<file path="src/rtl/multiplicador_sat_param.sv">
// Sequential shift-and-add WIDTH x WIDTH multiplier with result saturated to WIDTH bits.
// Latency WIDTH+1 edges from the START edge to Pronto; START is ignored while Ocupado is high.
// MULT_SAT_SIGNED_EN selects two's-complement operands and signed saturation.
module multiplicador_sat_param #(
    parameter int WIDTH = 8
) (
    input  logic             CLOCK,
    input  logic             RESET,
    input  logic             START,
    input  logic [WIDTH-1:0] A,
    input  logic [WIDTH-1:0] B,
    output logic [WIDTH-1:0] Resultado,
    output logic             Overflow,
    output logic             Pronto,
    output logic             Ocupado
);
    localparam int CONT_W = $clog2(WIDTH + 1);

    typedef enum logic [1:0] {IDLE, CALC, DONE} state_t;

    state_t                 state, state_nxt;
    logic                   accept;
    logic                   last_iter;
    logic [WIDTH-1:0]       mcand_q;
    logic [WIDTH-1:0]       mplier_q;
    logic [2*WIDTH-1:0]     acc_q;
    logic [CONT_W-1:0]      cnt_q;
    logic [WIDTH-1:0]       sat_res;
    logic                   sat_ovf;
`ifdef MULT_SAT_SIGNED_EN
    logic                   neg_q;
`endif

    assign last_iter = (cnt_q == CONT_W'(WIDTH));
    assign Ocupado   = (state == CALC);

    always_ff @(posedge CLOCK or posedge RESET) begin
        if (RESET) state <= IDLE;
        else       state <= state_nxt;
    end

    always_comb begin
        state_nxt = state;
        accept    = 1'b0;
        case (state)
            IDLE, DONE: begin
                if (START) begin
                    accept    = 1'b1;
                    state_nxt = CALC;
                end
            end
            CALC:    if (last_iter) state_nxt = DONE;
            default: state_nxt = IDLE;
        endcase
    end

`ifdef MULT_SAT_SIGNED_EN
    // Accumulator holds |A|*|B|; the sign is reapplied only when loading the outputs.
    logic [WIDTH-1:0] pos_max, neg_min;
    assign pos_max = {1'b0, {(WIDTH-1){1'b1}}};
    assign neg_min = {1'b1, {(WIDTH-1){1'b0}}};

    always_comb begin
        sat_res = acc_q[WIDTH-1:0];
        sat_ovf = 1'b0;
        if (neg_q && (acc_q != '0)) begin
            if (acc_q > {{WIDTH{1'b0}}, neg_min}) begin
                sat_res = neg_min;
                sat_ovf = 1'b1;
            end else begin
                sat_res = -acc_q[WIDTH-1:0];
            end
        end else if (acc_q > {{WIDTH{1'b0}}, pos_max}) begin
            sat_res = pos_max;
            sat_ovf = 1'b1;
        end
    end
`else
    always_comb begin
        sat_res = acc_q[WIDTH-1:0];
        sat_ovf = 1'b0;
        if (acc_q[2*WIDTH-1:WIDTH] != '0) begin
            sat_res = '1;
            sat_ovf = 1'b1;
        end
    end
`endif

    always_ff @(posedge CLOCK or posedge RESET) begin
        if (RESET) begin
            mcand_q   <= '0;
            mplier_q  <= '0;
            acc_q     <= '0;
            cnt_q     <= '0;
            Resultado <= '0;
            Overflow  <= 1'b0;
            Pronto    <= 1'b0;
`ifdef MULT_SAT_SIGNED_EN
            neg_q     <= 1'b0;
`endif
        end else if (accept) begin
`ifdef MULT_SAT_SIGNED_EN
            mcand_q   <= A[WIDTH-1] ? -A : A;
            mplier_q  <= B[WIDTH-1] ? -B : B;
            neg_q     <= A[WIDTH-1] ^ B[WIDTH-1];
`else
            mcand_q   <= A;
            mplier_q  <= B;
`endif
            acc_q     <= '0;
            cnt_q     <= '0;
            Resultado <= '0;
            Overflow  <= 1'b0;
            Pronto    <= 1'b0;
        end else if (state == CALC) begin
            if (last_iter) begin
                Resultado <= sat_res;
                Overflow  <= sat_ovf;
                Pronto    <= 1'b1;
            end else begin
                // Full 2*WIDTH add: the partial sum never exceeds the final product.
                if (mplier_q[0])
                    acc_q <= acc_q + ({{WIDTH{1'b0}}, mcand_q} << cnt_q);
                mplier_q <= mplier_q >> 1;
                cnt_q    <= cnt_q + CONT_W'(1);
            end
        end
    end
endmodule
</file>
<file path="config.mk">
export PLATFORM = sky130hd
export DESIGN_NAME = multiplicador_sat_param
export DESIGN_NICKNAME = d
export VERILOG_FILES = /design/src/rtl/multiplicador_sat_param.sv
export SDC_FILE = /design/constraint.sdc
export NUM_CORES = 1
export LEC_CHECK = 0
export ABC_AREA = 1
export CORE_MARGIN = 2
export CORE_UTILIZATION = 40
export CTS_BUF_LIST = sky130_fd_sc_hd__clkbuf_16
export DETAILED_ROUTE_END_ITERATION = 10
export PLACE_DENSITY = 0.71
export REMOVE_ABC_BUFFERS = 1
export SKIP_LAST_GASP = 1
export SYNTH_ARGS = -nofsm -noshare
export SYNTH_HDL_FRONTEND = slang
export SYNTH_SLANG_ARGS = --single-unit
</file>
<file path="constraint.sdc">
create_clock -name CLOCK -period 5.02 [get_ports CLOCK]
set_input_delay 1.506 -clock CLOCK [delete_from_list [all_inputs] [get_ports CLOCK]]
set_output_delay 1.506 -clock CLOCK [all_outputs]
set_load 0.02 [all_outputs]
</file>
==> implementation parameters <==
Parameter                              Value

Outcome
  Result of the run    finished, final reports clean

Worst setup path
  Type of destination of the critical path    flop
  Data arrival, critical path    3.27 ns
  Critical path cell sequence    clkinv_1 -> nand2_1 -> nand3_1 -> o21ai_0 -> nor2_1 -> a31oi_1 -> nor2_1 -> ha_1 -> nand2_1 -> inv_1 -> a21oi_1 -> nand2_1 -> a21oi_1 -> nand3_1 -> nand3_1 -> nand2_1
  Number of buffers and inverters on the critical path    2
  Data required time of the worst path    5.20 ns
  Capture point of the worst reg-to-reg path    acc_q[15]
  Critical path fanouts, max    13
  Instance count on the critical path    16
  Cell family contributing the most delay on the critical path    simple AND/OR/NAND/NOR gates
  Setup slack, reg-to-reg    1.92 ns
  Cell repeated most along the worst path    sky130_fd_sc_hd__nand2_1
  Length in cells of the worst reg-to-reg path    16
  Launching element type of the critical path    flop
  Standard cell with the maximum stage delay on the critical path    sky130_fd_sc_hd__dfrtp_1
  Critical path type    reg -> reg
  Start of the worst register-to-register path    cnt_q[0]
  Max stage delay on crit path    0.57 ns

STA
  Maximum achievable frequency    323 MHz
  Unrepaired setup endpoints after global routing    false
  Clk_skew    0.00675 ns
  Endpoints failing setup    0
  Fin crit period    3.10 ns
  Setup TNS Final    0 ns
  Final-report hold violation count    0
  Fin. max-slew vios    0
  Final worst path period share    61.7%
  Slew @ Worst Pin    0.976 ns
  Slew margin rel.    a little over a third
  Worst setup margin    1.92 ns

Logic synthesis
  Sequential cell area fraction in the yosys report    38.2%
  Syn Std Cell Area    0.00314 mm^2
  Warnings, synthesis    0
  Asr flop ratio synth    100%
  Number of synthesized flops with an enable pin    0
  Most used flip-flop cell after synthesis    sky130_fd_sc_hd__dfrtp_1
  Post-Syn Area per Cell    7.12 um^2
  Post-Synthesis Cells    ~440
  Register bit count reported by yosys    48
  Number of unique standard cell types used by synthesis    35

Clock tree
  Number of buffers between clock root and the deepest sink    2
  CTS H-tree lvls    2
  Number of sinks driven by the clock tree    48
  Post-CTS sizing    0
  Clock tree from TritonCTS    yes
  Setup fix buffers added after clock tree synthesis    0
  Post-cts hold buffer count    0
  Clock transition at the register clock pins on the worst setup and hold paths after CTS    0.07 ns
  Latest clock arrival within the worst-skew pair    0.29 ns
  TritonCTS Buffers    5
  Master cell of the clock root buffer    sky130_fd_sc_hd__clkbuf_16

Global route
  Total congestion overflow after global routing    0
  Largest net degree at the start of global routing    49
  First-pass GRT wire length    12.2 mm
  Initial antenna violation count    0
  Via count of the first global-routing pass    between 2,000 and 3,000
  Global Route Usage Sum    between 10% and 20%

Final layout
  Layout Cells excl Fill    ~570
  Fraction of layout instances using a drive strength above 1    under 10%
  Final #Nets    506
  Sequential cell area    0.00120 mm^2
  Diodes inserted    0
  Filler Cell Count    755
  Area of combinational cells with multiple inputs    0.00169 mm^2
  Area growth syn-to-layout    16.8%
  Final instance area    0.00367 mm^2
  End-of-flow core utilization    48.0%

Worst hold path
  Launch instance of the worst min-delay path    Pronto
  Hold Path Stages    2
  Class of the worst hold path    reg -> reg
  End point of the most critical hold path    Pronto

Route
  DRC    0
  Vias after detailed routing    a little under 3,000
  Drt pass-1 iters    4
  Average routed wire per standard cell    12.1 um
  Via density    5.04
  Total wire length after detailed routing    approximately 6.9 mm
  Iteration-0 DRC count of the detailed router    142
  Post-DRT Antenna Nets    0

Power
  Power Dens Cells    684 mW/mm^2
  Leakage    1.86 nW
  Peak supply drop    0.229 mV

Place
  Post-placement worst setup slack    1.70 ns
  Routability congestion estimate    a little over 0.9
  Dpl hpwl    between 5 and 6 mm
  Dpl cells    564
  Buffers added on ports    29
  Total cell area at the placement stage    0.00352 mm^2

Die
  Row Count    32
  Starting density of the core    41.1%
  Core Area    0.00765 mm^2
  Die Outline Area    0.00858 mm^2
  Height of the die    92.6 um
  I/O pins    30
  Die width    92.6 um

Job
  Number of violations of the max-capacitance limit    0
## layer usage
layer | part of all wire [%] | track usage (%) | vias to the layer above
met4 | 1.1 | 5.60 | 0
met2 | 47 | 29.5 | 42
met3 | 2.9 | 2.69 | 6
met1 | 49 | 23.5 | 1321
met5 | 0 | 0 | -
li1 | - | - | 1515
## where the power goes
group / switching (mW) / leakage [nW] / internal, mW / total [mW]
Combinational: 0.964 / 1.17 / 0.547 / 1.51
Clock: 0.144 / 0.0722 / 0.186 / 0.331
Sequential: 0.125 / 0.620 / 0.542 / 0.667
## stage by stage
step                      hold slack [ns]  total power, mW
after floorplan                     0.456             1.78
after global placement              0.462             2.13
after detailed placement            0.458             2.18
after CTS                           0.476             2.52
after global routing                0.510             2.80
final                               0.469             2.51
## worst register-to-register path: stages, from the launching register on
cell and delay [ns]:
sky130_fd_sc_hd__dfrtp_1 0.57, sky130_fd_sc_hd__clkinv_1 0.31, sky130_fd_sc_hd__nand2_1 0.15, sky130_fd_sc_hd__nand3_1 0.07
sky130_fd_sc_hd__o21ai_0 0.19, sky130_fd_sc_hd__nor2_1 0.07, sky130_fd_sc_hd__a31oi_1 0.21, sky130_fd_sc_hd__nor2_1 0.10
sky130_fd_sc_hd__ha_1 0.35, sky130_fd_sc_hd__nand2_1 0.14, sky130_fd_sc_hd__inv_1 0.05, sky130_fd_sc_hd__a21oi_1 0.13
sky130_fd_sc_hd__nand2_1 0.13, sky130_fd_sc_hd__a21oi_1 0.26, sky130_fd_sc_hd__nand3_1 0.12, sky130_fd_sc_hd__nand3_1 0.09
sky130_fd_sc_hd__nand2_1 0.05
## layout by cell type (no fill, tap or decap), types with 2 or more instances in the layout
cell                              synthesis  layout
sky130_fd_sc_hd__nand2_1                140     140
sky130_fd_sc_hd__nor3_1                   8       8
sky130_fd_sc_hd__o221ai_1                 2       2
sky130_fd_sc_hd__clkdlybuf4s50_1          0      29
sky130_fd_sc_hd__ha_1                    17      17
sky130_fd_sc_hd__nor2_1                  28      28
sky130_fd_sc_hd__o22ai_1                  6       6
sky130_fd_sc_hd__nand3b_1                 2       2
sky130_fd_sc_hd__and2_1                   2       2
sky130_fd_sc_hd__inv_2                    2       3
sky130_fd_sc_hd__clkbuf_16                0       5
sky130_fd_sc_hd__a21o_1                   3       3
sky130_fd_sc_hd__or2_2                    2       2
sky130_fd_sc_hd__o211ai_1                 9       9
sky130_fd_sc_hd__nand3_1                 38      38
sky130_fd_sc_hd__nor2_2                   2       2
sky130_fd_sc_hd__o21ai_0                 25      25
sky130_fd_sc_hd__nand2_4                  2       2
sky130_fd_sc_hd__a21oi_1                 25      25
sky130_fd_sc_hd__nand4_1                  2       2
sky130_fd_sc_hd__inv_6                    0       2
sky130_fd_sc_hd__xnor2_1                  2       2
sky130_fd_sc_hd__o21ai_1                  6       6
sky130_fd_sc_hd__nor4_1                   2       2
sky130_fd_sc_hd__dfrtp_1                 48      48
sky130_fd_sc_hd__clkinv_1                 2       3
sky130_fd_sc_hd__inv_1                   49      48
## cells by family after synthesis
| group | share of synthesized area [%] |
|---|---|
| and+or+nand+nor | 31.1 |
| AOI/OAI and AO/OA | 14.5 |
| buffers and inverters | 7.89 |
| DFF | 38.2 |
| adders and majority gates | 7.41 |
| xor gates and xnor gates | 0.837 |
## worst max-delay path by stage
| stage | endpoint | start |
|---|---|---|
| finish | acc_q[15] | cnt_q[0] |
| floorplan | acc_q[8] | START |
| global placement | acc_q[8] | START |
| global route | acc_q[15] | cnt_q[0] |
| detailed placement | acc_q[11] | START |
| CTS | acc_q[15] | cnt_q[0] |
## registers in the layout (all words and copies together) (netlist names)
name / count
acc_q: 16
mcand_q: 8
mplier_q: 8
Resultado: 8
Pronto: 1
Overflow: 1
state: 2
cnt_q: 4
## cell type report
cell class / instances / area share [%]
clock inverters: 3 / 0.580
clock buffers: 5 / 3.41
inverters: 54 / 5.56
repair buffers: 30 / 8.12
multi-input cells: 330 / 46.1
well taps: 102 / 3.48
flip-flops and latches: 48 / 32.7
## synth_stat cells, types with 2 or more instances
cell	n	area, um^2
sky130_fd_sc_hd__o21ai_1	6	30.0
sky130_fd_sc_hd__or2_2	2	12.5
sky130_fd_sc_hd__a21o_1	3	22.5
sky130_fd_sc_hd__a21oi_1	25	125
sky130_fd_sc_hd__clkinv_1	2	7.51
sky130_fd_sc_hd__ha_1	17	213
sky130_fd_sc_hd__nand2_4	2	22.5
sky130_fd_sc_hd__inv_2	2	7.51
sky130_fd_sc_hd__nor2_1	28	105
sky130_fd_sc_hd__clkbuf_1	3	11.3
sky130_fd_sc_hd__nor3_1	8	40.0
sky130_fd_sc_hd__inv_1	49	184
sky130_fd_sc_hd__nor4_1	2	12.5
sky130_fd_sc_hd__o22ai_1	6	37.5
sky130_fd_sc_hd__nor2_2	2	12.5
sky130_fd_sc_hd__dfrtp_1	48	1200
sky130_fd_sc_hd__and2_1	2	12.5
sky130_fd_sc_hd__nand3_1	38	190
sky130_fd_sc_hd__xnor2_1	2	17.5
sky130_fd_sc_hd__o221ai_1	2	17.5
sky130_fd_sc_hd__nand3b_1	2	15.0
sky130_fd_sc_hd__nand2_1	140	526
sky130_fd_sc_hd__nand4_1	2	12.5
sky130_fd_sc_hd__o21ai_0	25	125
sky130_fd_sc_hd__o211ai_1	9	67.6
sky130_fd_sc_hd__buf_2	5	25.0
Power figures use the tool's default switching activity.
